**config.mk**
```make
export PLATFORM = sky130hd
export DESIGN_NAME = pipe_ctrl
export DESIGN_NICKNAME = d
export VERILOG_FILES = /design/src/rtl/pipe_ctrl_pkg.sv /design/src/rtl/pipe_ctrl_load_use_detect.sv /design/src/rtl/pipe_ctrl.sv
export SDC_FILE = /design/constraint.sdc
export NUM_CORES = 1
export LEC_CHECK = 0
export ABC_AREA = 1
export BUFFER_PORTS_ARGS = -buffer_cell sky130_fd_sc_hd__buf_2
export CORE_MARGIN = 4
export CORE_UTILIZATION = 40
export CTS_CLUSTER_DIAMETER = 60
export CTS_CLUSTER_SIZE = 20
export DETAILED_ROUTE_END_ITERATION = 8
export PLACE_DENSITY = 0.8
export RECOVER_POWER = 25
export SLEW_MARGIN = 20
export SYNTH_ARGS = -nofsm -noshare
export SYNTH_HDL_FRONTEND = slang
export SYNTH_SLANG_ARGS = --single-unit
```
**constraint.sdc**
```tcl
create_clock -name clk -period 1.7 [get_ports clk]
set_clock_uncertainty 0.15 [all_clocks]
set_input_delay 0.17 -clock clk [delete_from_list [all_inputs] [get_ports clk]]
set_output_delay 0.17 -clock clk [all_outputs]
set_load 0.02 [all_outputs]
```
**src/rtl/pipe_ctrl_pkg.sv**
```systemverilog
// pipe_ctrl_pkg: shared types and constants for the pipeline sequencer.
// FSM state encoding, flush counter width and the hold/flush strobe bundle.
package pipe_ctrl_pkg;

    localparam int PCTRL_CNT_W = 3;
    localparam int REG_IDX_W   = 5;

    typedef enum logic [1:0] {
        PCTRL_RUN   = 2'd0,
        PCTRL_FLUSH = 2'd1,
        PCTRL_BUSY  = 2'd2,
        PCTRL_LDUSE = 2'd3
    } pctrl_state_e;

    // Bundle of per-stage strobes, MSB first in port order.
    typedef struct packed {
        logic hold_if;
        logic hold_id;
        logic hold_ex;
        logic hold_mem;
        logic flush_id;
        logic flush_ex;
    } pctrl_ctl_t;

    localparam pctrl_ctl_t CTL_IDLE       = pctrl_ctl_t'(6'b000000);
    localparam pctrl_ctl_t CTL_HOLD_ALL   = pctrl_ctl_t'(6'b111100);
    localparam pctrl_ctl_t CTL_FLUSH_BOTH = pctrl_ctl_t'(6'b000011);
    localparam pctrl_ctl_t CTL_LOAD_USE   = pctrl_ctl_t'(6'b110001);

    // Counter value loaded on a taken jump: the jump cycle itself is the
    // first bubble, so the FLUSH state covers the remaining ones.
    function automatic logic [PCTRL_CNT_W-1:0] flush_load(input int flush_cycles);
        return PCTRL_CNT_W'(flush_cycles - 1);
    endfunction

endpackage

```
**src/rtl/pipe_ctrl_load_use_detect.sv**
```systemverilog
// pipe_ctrl_load_use_detect: flags an ID instruction that reads the
// destination of a load currently in EX (x0 never creates a hazard).
module pipe_ctrl_load_use_detect
    import pipe_ctrl_pkg::*;
(
    input  logic                 ex_load_i,
    input  logic [REG_IDX_W-1:0] ex_rd_i,
    input  logic [REG_IDX_W-1:0] id_rs1_i,
    input  logic [REG_IDX_W-1:0] id_rs2_i,
    input  logic                 id_rs1_use_i,
    input  logic                 id_rs2_use_i,
    output logic                 lu_o
);

    logic rs1_hit;
    logic rs2_hit;

    // Per-operand match, then qualify with a real load to a non-zero rd.
    always_comb begin
        rs1_hit = id_rs1_use_i && (id_rs1_i == ex_rd_i);
        rs2_hit = id_rs2_use_i && (id_rs2_i == ex_rd_i);
        lu_o    = ex_load_i && (ex_rd_i != '0) && (rs1_hit || rs2_hit);
    end

endmodule

```
**src/rtl/pipe_ctrl.sv**
```systemverilog
// pipe_ctrl: hazard-aware hold/flush sequencer for the five-stage core.
// Priority is mem_busy > jump_flag > load-use. Strobes are a Mealy function
// of the registered state and the current inputs, forced low during reset.
// Optional build macro PIPE_CTRL_PERF_EN adds stall/flush cycle counters.
module pipe_ctrl
    import pipe_ctrl_pkg::*;
#(
    parameter int FLUSH_CYCLES = 2
) (
    input  logic                 clk,
    input  logic                 rst,
    input  logic                 jump_flag,
    input  logic [REG_IDX_W-1:0] id_rs1,
    input  logic [REG_IDX_W-1:0] id_rs2,
    input  logic                 id_rs1_use,
    input  logic                 id_rs2_use,
    input  logic [REG_IDX_W-1:0] ex_rd,
    input  logic                 ex_load,
    input  logic                 mem_busy,
    output logic                 hold_if,
    output logic                 hold_id,
    output logic                 hold_ex,
    output logic                 hold_mem,
    output logic                 flush_id,
    output logic                 flush_ex,
    output logic [1:0]           state_o
`ifdef PIPE_CTRL_PERF_EN
    ,
    output logic [31:0]          perf_stall_cnt,
    output logic [31:0]          perf_flush_cnt
`endif
);

    pctrl_state_e           state_q, state_d;
    logic [PCTRL_CNT_W-1:0] cnt_q, cnt_d;
    logic                   pend_q, pend_d;
    pctrl_ctl_t             ctl;
    pctrl_ctl_t             ctl_out;
    logic                   lu;

    // With a single bubble the jump cycle is the whole flush.
    localparam pctrl_state_e JUMP_NEXT = (FLUSH_CYCLES == 1) ? PCTRL_RUN : PCTRL_FLUSH;

    pipe_ctrl_load_use_detect u_lu (
        .ex_load_i    (ex_load),
        .ex_rd_i      (ex_rd),
        .id_rs1_i     (id_rs1),
        .id_rs2_i     (id_rs2),
        .id_rs1_use_i (id_rs1_use),
        .id_rs2_use_i (id_rs2_use),
        .lu_o         (lu)
    );

    // Next-state and strobe decode.
    always_comb begin
        state_d = state_q;
        cnt_d   = cnt_q;
        pend_d  = pend_q;
        ctl     = CTL_IDLE;
        case (state_q)
            PCTRL_RUN, PCTRL_LDUSE: begin
                if (mem_busy) begin
                    ctl     = CTL_HOLD_ALL;
                    pend_d  = jump_flag;
                    state_d = PCTRL_BUSY;
                end else if (jump_flag) begin
                    ctl     = CTL_FLUSH_BOTH;
                    cnt_d   = flush_load(FLUSH_CYCLES);
                    state_d = JUMP_NEXT;
                end else if (lu && (state_q == PCTRL_RUN)) begin
                    // The bubble just inserted cannot re-trigger the same hazard.
                    ctl     = CTL_LOAD_USE;
                    state_d = PCTRL_LDUSE;
                end else begin
                    state_d = PCTRL_RUN;
                end
            end
            PCTRL_FLUSH: begin
                // EX holds a bubble here, so jump_flag is meaningless.
                if (mem_busy) begin
                    ctl = pctrl_ctl_t'(CTL_HOLD_ALL | CTL_FLUSH_BOTH);
                end else begin
                    ctl = CTL_FLUSH_BOTH;
                    if (cnt_q <= PCTRL_CNT_W'(1)) begin
                        cnt_d   = '0;
                        state_d = PCTRL_RUN;
                    end else begin
                        cnt_d = cnt_q - 1'b1;
                    end
                end
            end
            PCTRL_BUSY: begin
                if (mem_busy) begin
                    ctl    = CTL_HOLD_ALL;
                    pend_d = pend_q | jump_flag;
                end else if (pend_q) begin
                    ctl     = CTL_FLUSH_BOTH;
                    cnt_d   = flush_load(FLUSH_CYCLES);
                    pend_d  = 1'b0;
                    state_d = JUMP_NEXT;
                end else begin
                    state_d = PCTRL_RUN;
                end
            end
            default: begin
                state_d = PCTRL_RUN;
            end
        endcase
    end

    // State, flush counter and deferred-jump registers.
    always_ff @(posedge clk or posedge rst) begin
        if (rst) begin
            state_q <= PCTRL_RUN;
            cnt_q   <= '0;
            pend_q  <= 1'b0;
        end else begin
            state_q <= state_d;
            cnt_q   <= cnt_d;
            pend_q  <= pend_d;
        end
    end

    // Strobes are quiet for as long as reset is asserted.
    always_comb begin
        ctl_out = rst ? CTL_IDLE : ctl;
    end

    assign hold_if  = ctl_out.hold_if;
    assign hold_id  = ctl_out.hold_id;
    assign hold_ex  = ctl_out.hold_ex;
    assign hold_mem = ctl_out.hold_mem;
    assign flush_id = ctl_out.flush_id;
    assign flush_ex = ctl_out.flush_ex;
    assign state_o  = state_q;

`ifdef PIPE_CTRL_PERF_EN
    logic [31:0] stall_cnt_q;
    logic [31:0] flush_cnt_q;

    // Free-running event counters, wrapping modulo 2^32.
    always_ff @(posedge clk or posedge rst) begin
        if (rst) begin
            stall_cnt_q <= '0;
            flush_cnt_q <= '0;
        end else begin
            if (ctl_out.hold_if || ctl_out.hold_id || ctl_out.hold_ex || ctl_out.hold_mem) begin
                stall_cnt_q <= stall_cnt_q + 32'd1;
            end
            if (ctl_out.flush_id) begin
                flush_cnt_q <= flush_cnt_q + 32'd1;
            end
        end
    end

    assign perf_stall_cnt = stall_cnt_q;
    assign perf_flush_cnt = flush_cnt_q;
`endif

endmodule
```
==> results of run 1 <==
==> path summary, 6_finish.rpt <==
kind                             from  slack (ns)    endpoint
max                        state_o[1]       -0.19    flush_ex
min                          mem_busy        0.12      pend_q
max reg2reg                state_o[0]       -0.01    cnt_q[0]
min reg2reg                  cnt_q[1]        0.37    cnt_q[1]
max in group asynchronous         rst        0.78  state_o[0]
min in group asynchronous         rst        0.37    cnt_q[1]
==> cells in the final DEF (no fill, tap or decap), drive strengths merged <==
master and n:
a21oi 4, nor2 16, o21ai 5, o31ai 1, a31oi 1, nand2 46, clkbuf 5, nand4 2
and2 1, nand3 6, a32o 1, ha 5, or2 1, dfrtp 6, buf 34, xor2 1
inv 26, dlygate4sd3 1
==> Yosys cell counts <==
cell type	count
a21oi_1	4
a31oi_1	1
a32o_1	1
and2_4	1
buf_4	2
dfrtp_1	6
ha_1	5
inv_1	25
inv_2	1
nand2_1	44
nand2_2	2
nand3_1	6
nand4_1	2
nor2_1	16
o21ai_0	2
o21ai_1	2
o21ai_2	1
o31ai_1	1
or2_1	1
xor2_1	1
==> cell type report <==
cell class / instances / area share
inverter: 26 / 0.1000
clock buffer: 4 / 0.02625
timing repair buffer: 36 / 0.2113
multi-input combinational: 90 / 0.4900
sequential: 6 / 0.1525
tap: 16 / 0.02000
==> state kept, by name (all words and copies together) (netlist names) <==
name / flops
cnt_q: 3
pend_q: 1
state_o: 2
==> kinds of logic after synthesis <==
logic type,Yosys count,share of synthesized area
flip-flops,6,0.2139
AO/OA/AOI/OAI,12,0.1034
adder cells (fa/ha/maj),5,0.08913
buffers and inverters,28,0.1604
XOR/XNOR,1,0.01248
AND/OR/NAND/NOR,72,0.4207
==> power breakdown <==
| part | total (mW) | internal, mW | switching [mW] |
|---|---|---|---|
| clock | 0.148 | 0.0894 | 0.0583 |
| combinational | 0.847 | 0.375 | 0.473 |
| sequential | 0.231 | 0.190 | 0.0416 |
| total | 1.23 | 0.654 | 0.573 |
==> metrics by stage <==
| step | std cells | power (mW) |
|---|---|---|
| finish | 178 | 1.226 |
| detailed placement | 169 | 0.9258 |
| floorplan | 124 | 0.7466 |
| global placement | 169 | 0.9081 |
| global route | 178 | 1.333 |
| CTS | 178 | 1.195 |
==> what timing repair did <==
action,in CTS,in global routing
hold buffers,1,0
cloned,0,0
endpoints found under the hold margin,6,0
endpoints found under the setup margin,4,7
pin swaps,4,2
gates resized for setup,8,4
buffers inserted,4,0
==> metal layers <==
metal  wire (um)  part of all wire
met5           0                 0
met2         967              0.51
met4           0                 0
met3         164             0.086
met1         779              0.41
==> critical path, stage by stage (launching register included) <==
cell	delay [ns]
dfrtp_2	0.39
inv_2	0.06
ha_4	0.31
inv_4	0.05
o31ai_2	0.27
nor2_1	0.08
buf_2	0.16
==> results.md, run 1 <==
* Syn Inst Count at 124
* Netlist cell types at 20
* Fin util at 0.6349
* Max cap viols at 0
* Status: finished, violations left
* Total grt overflow at 0
* Worst EP arrival at 1.57 ns
* Post-Syn Area at 701.9 um2
* Die area at 0.002489 mm2
* Vias in the first global route at 798
* Post-synthesis sequential area ratio at 0.2139
* DP Worst Slack at 0.04986 ns
* CTS Buf Count at 3
* Layout area overhead at 42.60%
* P_leak at 0.6107 nW
* Top cell type's share of synthesized area at 0.2353
* Fin. max-slew vios at 0
* Dominant cell type by area after synthesis: nand2_1
* Largest net degree at the start of global routing at 7
* Avg Cell Area, Syn at 5.661 um2
* H-tree levels at 1
* CTS tree: built
* DRC at 0
* Setup TNS at -0.6958 ns
* Reg area at 152.6 um2
* CP Class: reg2out
* Fillers at 153
* Final setup viols at 6
* WL/cell at 10.74 um
* Area after DPL at 895.9 um2
* Die width at 49.89 um
* Post-DP HPWL at 1.477 mm
* Vias at 860
* Hold depth at 2
* R2r worst-path depth at 10
* Placer Congestion at 0.8261
* NumNets Final at 190
* Starting density of the core at 0.4452
* Antenna cells at 0
* Max Clock Freq at 529.8 MHz
* Worst-Skew Late Latency at 0.25 ns
* Finished Cell Area at 0.001001 mm2
* Failing checks: setup timing
* All-Layer GR Usage at 0.1603
* Slew headroom at 0.8000
* Vias per cell at 4.831
* Hold violation count in the final report at 0
* Fin Hold WS at 0.1189 ns
* Critical path startpoint category: register
* M1 GR Usage at 0.1757
* Max FO, Critical Path at 4
* Total wire length at 1.911 mm
* Global-route wire length before repair at 3.153 mm
* M3 GR Usage at 0.04518
* Placeable core region at 0.001577 mm2
* CTS sink count at 6
* Met2 Use GR at 0.3040
* CTS Root Cell: clkbuf_4
* Iter 0 DRT Violations at 12
* Worst-case clock buffer depth at 2
* Req. time, crit path at 1.38 ns
* Syn. warnings at 0
* Minimum clock period at 1.887 ns
* PnR worst setup slack at -0.1874 ns
* Flip-flop and latch count after synthesis at 6
* Multi-input gate area at 490.5 um2
* FP Rows at 14
* Power Dens Cells at 1225 mW/mm2
* Routed Antenna Nets at 0
* Antenna violations before repair at 0
* Share of layout cells above drive strength 1 at 0.3272
* Syn nets at 151
* Drt pass-1 iters at 4
* Die height at 49.89 um
* Peak supply drop at 0.9018 mV
* Global route hottest layer: met2
* Reg clk slew, reported paths at 0.05 ns
* Largest cells by area after synthesis: nand2_1 24%, dfrtp_1 21%, inv_1 13%, ha_1 8.9%, nor2_1 8.6%
* Worst-margin pin slew at 0.2990 ns
* Period utilization at 1.110
* HP Class: in2reg
* Unrepaired setup endpoints after global routing: true
* I/O Pins at 30
* CP endpoint kind: primary output
* Port Buffers at 29
Power figures use the tool's default switching activity.
==> run 2: changes to the inputs <==
--- a/config.mk
+++ b/config.mk
@@ -7,7 +7,7 @@
 export LEC_CHECK = 0
 export ABC_AREA = 1
 export BUFFER_PORTS_ARGS = -buffer_cell sky130_fd_sc_hd__buf_2
-export CORE_MARGIN = 4
+export CORE_MARGIN = 2
 export CORE_UTILIZATION = 40
 export CTS_CLUSTER_DIAMETER = 60
 export CTS_CLUSTER_SIZE = 20
==> results.md, run 2 (synthesized netlist as in run 1, its figures left out) <==
* RR Endpoint: cnt_q[1]
* Net switching power at 603.5 uW (+5.4%)
* CTS Buf Count at 3 (unchanged)
* Multi-input gate area at 518.0 um2 (+5.6%)
* Most common cell after layout, fill and taps aside: nand2_1
* Total wire length at 1.854 mm (-3.0%)
* Sw Ratio at 0.4702 (+0.003345)
* Critical path depth at 7 (+1)
* WL/cell at 10.42 um (-3.0%)
* CP Buf/Inv Count at 3 (unchanged)
* Fin. max-slew vios at 0 (unchanged)
* Worst reg2reg setup slack at -0.12 ns (-0.11 ns)
* Max stage delay cell, worst path: dfrtp_2
* Max Clock Freq at 527.5 MHz (-0.45%)
* CTS tree: built
* Vias in the first global route at 774 (-3.0%)
* Placed insts at 169 (unchanged)
* Die height at 45.89 um (-8.0%)
* Peak supply drop at 0.7151 mV (-21%)
* CP delay by family, top: flip-flops
* Total grt overflow at 0 (unchanged)
* Post-DP HPWL at 1.412 mm (-4.4%)
* DRC at 0 (unchanged)
* Antenna violations before repair at 0 (unchanged)
* Fillers at 162 (+5.9%)
* Layout area overhead at 46.70%
* Share of layout cells above drive strength 1 at 0.3478 (+0.02067)
* Pint at 680.0 uW (+4.0%)
* Port Buffers at 29 (unchanged)
* Fin util at 0.6096 (-0.02529)
* Final std cells w/o fill at 178 (unchanged)
* Routed Antenna Nets at 0 (unchanged)
* All-Layer GR Usage at 0.1761 (+0.01579)
* Die width at 45.89 um (-8.0%)
* Global-route wire length before repair at 2.725 mm (-14%)
* Antenna cells at 0 (unchanged)
* I/O Pins at 30 (unchanged)
* Max reg flops at 3 (unchanged)
* Most frequent cells in the layout: 43 x nand2_1, 24 x buf_2, 22 x inv_1, 14 x nor2_1, 7 x buf_4
* R2r worst-path depth at 8 (-2)
* Sequential group share of total power at 0.185 (-0.004)
* Worst-case clock buffer depth at 2 (unchanged)
* Reg area at 152.6 um2 (unchanged)
* Unrepaired setup endpoints after global routing: true
* Hold violation count in the final report at 0 (unchanged)
* CTS Root Cell: clkbuf_4
* Placer Congestion at 0.8729 (+5.7%)
* Placeable core region at 0.001689 mm2 (+7.1%)
* Fin Hold WS at 0.1360 ns (+0.01704 ns)
* Final setup viols at 7 (+1)
* HP Class: in2reg
* Max FO, Critical Path at 4 (unchanged)
* Biggest register: cnt_q
* Worst EP arrival at 1.58 ns (about the same)
* P_leak at 0.6075 nW (-0.54%)
* Worst-margin pin slew at 0.2704 ns (-0.02860 ns)
* Status: finished, violations left
* Req. time, crit path at 1.38 ns (about the same)
* CTS sink count at 6 (unchanged)
* CP Class: reg2out
* CP endpoint kind: primary output
* Combinational share of power at 0.707 (+0.016)
* Critical Path Source: state_o[1]
* Hold depth at 2 (unchanged)
* Area after DPL at 889.6 um2 (-0.70%)
* Crit-path max cell delay at 0.44 ns (+0.05 ns)
* Largest net degree at the start of global routing at 7 (unchanged)
* Worst-Skew Late Latency at 0.24 ns (about the same)
* Worst setup path end: hold_if
* Clock share of power at 0.108 (-0.012)
* FP Rows at 15 (+1)
* Total power at 1.284 mW (+4.7%)
* Reg clk slew, reported paths at 0.05 ns (about the same)
* FF-to-FF Start: state_o[1]
* Power Dens Cells at 1246 mW/mm2 (+1.7%)
* Starting density of the core at 0.4156 (-0.02968)
* Iter 0 DRT Violations at 16 (+4)
* Slew headroom at 0.8192 (+0.01913)
* H-tree levels at 1 (unchanged)
* Critical path startpoint category: register
* Vias at 855 (-0.58%)
* Failing checks: setup timing
* Minimum clock period at 1.896 ns (+0.008478 ns)
* Die area at 0.002106 mm2 (-15%)
* NumNets Final at 189 (-0.53%)
* Vias per cell at 4.803 (-0.58%)
* Period utilization at 1.115 (+0.004987)
* Finished Cell Area at 0.001030 mm2 (+2.9%)
* Cell-by-cell listing of the critical path: inv_2 -> ha_4 -> inv_4 -> nand2_4 -> and2_4 -> a21oi_4 -> buf_6
* Max cap viols at 0 (unchanged)
* PnR worst setup slack at -0.1959 ns (-0.008478 ns)
* Drt pass-1 iters at 4 (unchanged)
==> run 2: repair_timing <==
item,CTS,global route
buffers inserted,4,0
hold buffers,1,0
gates resized for setup,8,13
endpoints found under the hold margin,6,0
endpoints found under the setup margin,4,8
pin swaps,3,4
==> run 2: how the worst min path moves through the flow <==
| stage | to | from | slack (ns) |
|---|---|---|---|
| global placement | cnt_q[1] | rst | -0.0007 |
| detailed placement | cnt_q[2] | rst | -0.004 |
| finish | pend_q | mem_busy | 0.14 |
| global route | pend_q | mem_busy | 0.13 |
| floorplan | cnt_q[0] | rst | -0.18 |
| CTS | pend_q | mem_busy | 0.12 |
==> run 2: area by class of cell <==
class	count	area share
Clock buffer	4	0.02552
Inverter	26	0.09963
Multi-Input combinational cell	90	0.5030
Sequential cell	6	0.1482
Tap cell	17	0.02066
Timing Repair Buffer	35	0.2029
==> run 2: per-stage QoR <==
step	setup TNS [ns]	setup slack (ns)
finish	-0.9762	-0.1959
global route	-1.567	-0.2443
CTS	-0.7417	-0.1776
detailed placement	0	0.02485
global placement	0	0.06089
floorplan	-0.02866	-0.02866
==> run 2: power groups by stage <==
stage          clock network (mW)  logic (mW)  registers, mW
6_report                    0.139       0.907          0.238
5_1_grt                     0.151       0.982          0.242
4_1_cts                     0.145       0.823          0.229
3_5_place_dp                    0       0.696          0.233
3_3_place_gp                    0       0.670          0.230
2_1_floorplan                   0       0.500          0.246
==> run 2: routing by layer <==
layer	up-vias	wire length, um	GRT usage
li1	451	-	-
met1	377	774	0.1875
met2	27	987	0.3278
met3	0	92	0.03175
met4	0	0	0.08000
met5	-	0	0
==> run 2: worst reg2reg max path: stages, from the launching register on <==
cell,delay (ns)
dfrtp_2,0.41
inv_2,0.07
ha_2,0.20
o21ai_1,0.20
and2_4,0.20
buf_4,0.10
nand2_2,0.05
or2_1,0.24
o21ai_2,0.12
==> run 3: changes to the inputs <==
--- a/config.mk
+++ b/config.mk
@@ -10,10 +10,10 @@
 export CORE_MARGIN = 2
 export CORE_UTILIZATION = 40
 export CTS_CLUSTER_DIAMETER = 60
-export CTS_CLUSTER_SIZE = 20
 export DETAILED_ROUTE_END_ITERATION = 8
 export PLACE_DENSITY = 0.8
 export RECOVER_POWER = 25
+export SETUP_SLACK_MARGIN = 0.5
 export SLEW_MARGIN = 20
 export SYNTH_ARGS = -nofsm -noshare
 export SYNTH_HDL_FRONTEND = slang
==> results.md, run 3 (synthesized netlist as in run 1, its figures left out) <==
* H-tree levels at 1 (unchanged)
* Fin. max-slew vios at 0 (unchanged)
* Worst-margin pin slew at 0.2669 ns (-0.003484 ns)
* Peak supply drop at 0.8962 mV (+25%)
* R2r worst-path depth at 8 (unchanged)
* Placed insts at 170 (+0.59%)
* P_leak at 0.6193 nW (+2.0%)
* PnR worst setup slack at -0.1926 ns (+0.003305 ns)
* Post-DP HPWL at 1.451 mm (+2.8%)
* Antenna violations before repair at 0 (unchanged)
* Most frequent cells in the layout: 40 x nand2_1, 24 x buf_2, 21 x inv_1, 14 x nor2_1
* Worst EP arrival at 1.57 ns (about the same)
* Final setup viols at 7 (unchanged)
* Critical Path Source: state_o[1]
* Max Clock Freq at 528.4 MHz (+0.17%)
* Share of layout cells above drive strength 1 at 0.3765 (+0.02872)
* Period utilization at 1.113 (-0.001944)
* Max cap viols at 0 (unchanged)
* Status: finished, violations left
* Crit-path max cell delay at 0.44 ns (about the same)
* Critical path startpoint category: register
* FF-to-FF Start: state_o[1]
* Reg clk slew, reported paths at 0.05 ns (about the same)
* Worst-case clock buffer depth at 2 (unchanged)
* CTS sink count at 6 (unchanged)
* Final std cells w/o fill at 179 (+0.56%)
* FP Rows at 15 (unchanged)
* Req. time, crit path at 1.38 ns (about the same)
* Total grt overflow at 0 (unchanged)
* Global-route wire length before repair at 2.718 mm (-0.26%)
* Worst-Skew Late Latency at 0.25 ns (about the same)
* CTS Root Cell: clkbuf_4
* Worst setup path end: hold_id
* RR Endpoint: cnt_q[1]
* All-Layer GR Usage at 0.1822 (+0.006096)
* I/O Pins at 30 (unchanged)
* Vias per cell at 4.978 (+3.6%)
* Vias in the first global route at 753 (-2.7%)
* Die area at 0.002106 mm2 (unchanged)
* Placeable core region at 0.001689 mm2 (unchanged)
* Iter 0 DRT Violations at 28 (+12)
* NumNets Final at 190 (+0.53%)
* Placer Congestion at 1.004 (+15%)
* Biggest register: cnt_q
* Worst reg2reg setup slack at -0.13 ns (about the same)
* Port Buffers at 29 (unchanged)
* CTS tree: built
* WL/cell at 10.47 um (+0.51%)
* DRC at 0 (unchanged)
* Hold violation count in the final report at 0 (unchanged)
* DP Worst Slack at -0.01308 ns (-0.03793 ns)
* Cell-by-cell listing of the critical path: inv_2 -> ha_4 -> inv_4 -> nand2_4 -> and2_4 -> a21oi_4 -> buf_6
* Largest net degree at the start of global routing at 7 (unchanged)
* Slew headroom at 0.8215 (+0.002331)
* Die width at 45.89 um (unchanged)
* Fin util at 0.6207 (+0.01111)
* Max stage delay cell, worst path: dfrtp_2
* Max reg flops at 3 (unchanged)
* Layout area overhead at 49.38%
* Total wire length at 1.874 mm (+1.1%)
* Setup TNS at -0.9838 ns (-0.007597 ns)
* Most common cell after layout, fill and taps aside: nand2_1
* Minimum clock period at 1.893 ns (-0.003305 ns)
* Max FO, Critical Path at 4 (unchanged)
* Die height at 45.89 um (unchanged)
* Drt pass-1 iters at 4 (unchanged)
* CP endpoint kind: primary output
* Unrepaired setup endpoints after global routing: true
* Starting density of the core at 0.4156 (unchanged)
* CTS Buf Count at 3 (unchanged)
* Routed Antenna Nets at 0 (unchanged)
* CP Class: reg2out
* HP Class: in2reg
* Antenna cells at 0 (unchanged)
* Failing checks: setup timing
* Power Dens Cells at 1275 mW/mm2 (+2.3%)
* Vias at 891 (+4.2%)
run 3: cell count changes in the layout (fill, tap and decap cells not counted), sizes merged:
cell | previous run | this run
buf | 33 | 34
run 3: worst min-delay path by stage:
stage,from,end,cells after the start
2_1_floorplan,rst,cnt_q[0],1
3_3_place_gp,rst,cnt_q[0],2
3_5_place_dp,rst,cnt_q[2],2
4_1_cts,mem_busy,pend_q,2
5_1_grt,mem_busy,pend_q,2
6_report,mem_busy,pend_q,2
run 3: final cells by class:
| cell class | instances | area (um2) |
|---|---|---|
| Multi-Input combinational cell | 90 | 518.0 |
| Timing Repair Buffer | 36 | 227.7 |
| Inverter | 26 | 102.6 |
| Sequential cell | 6 | 152.6 |
| Tap cell | 17 | 21.27 |
| Clock buffer | 4 | 26.28 |
| Fill cell | 162 | 640.6 |
run 3: metal layers:
layer | track usage | vias up | wire length, um
met5 | 0 | - | 0
met4 | 0.1257 | 0 | 46
met3 | 0.02778 | 6 | 90
met2 | 0.3528 | 39 | 1024
met1 | 0.1671 | 395 | 712
li1 | - | 451 | -
run 3: timing repair:
action,CTS,global route
hold endpoints to repair,6,0
setup endpoints to repair,10,11
gates resized for setup,13,10
hold buffers,1,0
gates cloned,0,0
pin swaps,4,3
setup buffers,4,0
run 3: where the power goes:
part	switching, mW	internal, mW	leakage [nW]
clock network	0.0495	0.0887	0.0150
registers	0.0501	0.190	0.0733
logic	0.523	0.436	0.531
total	0.622	0.715	0.619
run 3: critical path: cells and delay by family (launching register included):
family                     cells  cell delay (ns)
buffers and inverters          3             0.30
and+or+nand+nor                2             0.21
adders and majority gates      1             0.22
DFF                            1             0.44
AOI/OAI and AO/OA              1             0.14
run 3: metrics by stage:
step	power [mW]	instance area (um2)	hold slack, ns
6_report	1.337	1049	0.1331
5_1_grt	1.434	1049	0.1408
4_1_cts	1.263	1013	0.08176
3_5_place_dp	0.9566	903.4	-0.009970
3_3_place_gp	0.9325	903.4	-0.001104
2_1_floorplan	0.7653	740.7	-0.1810
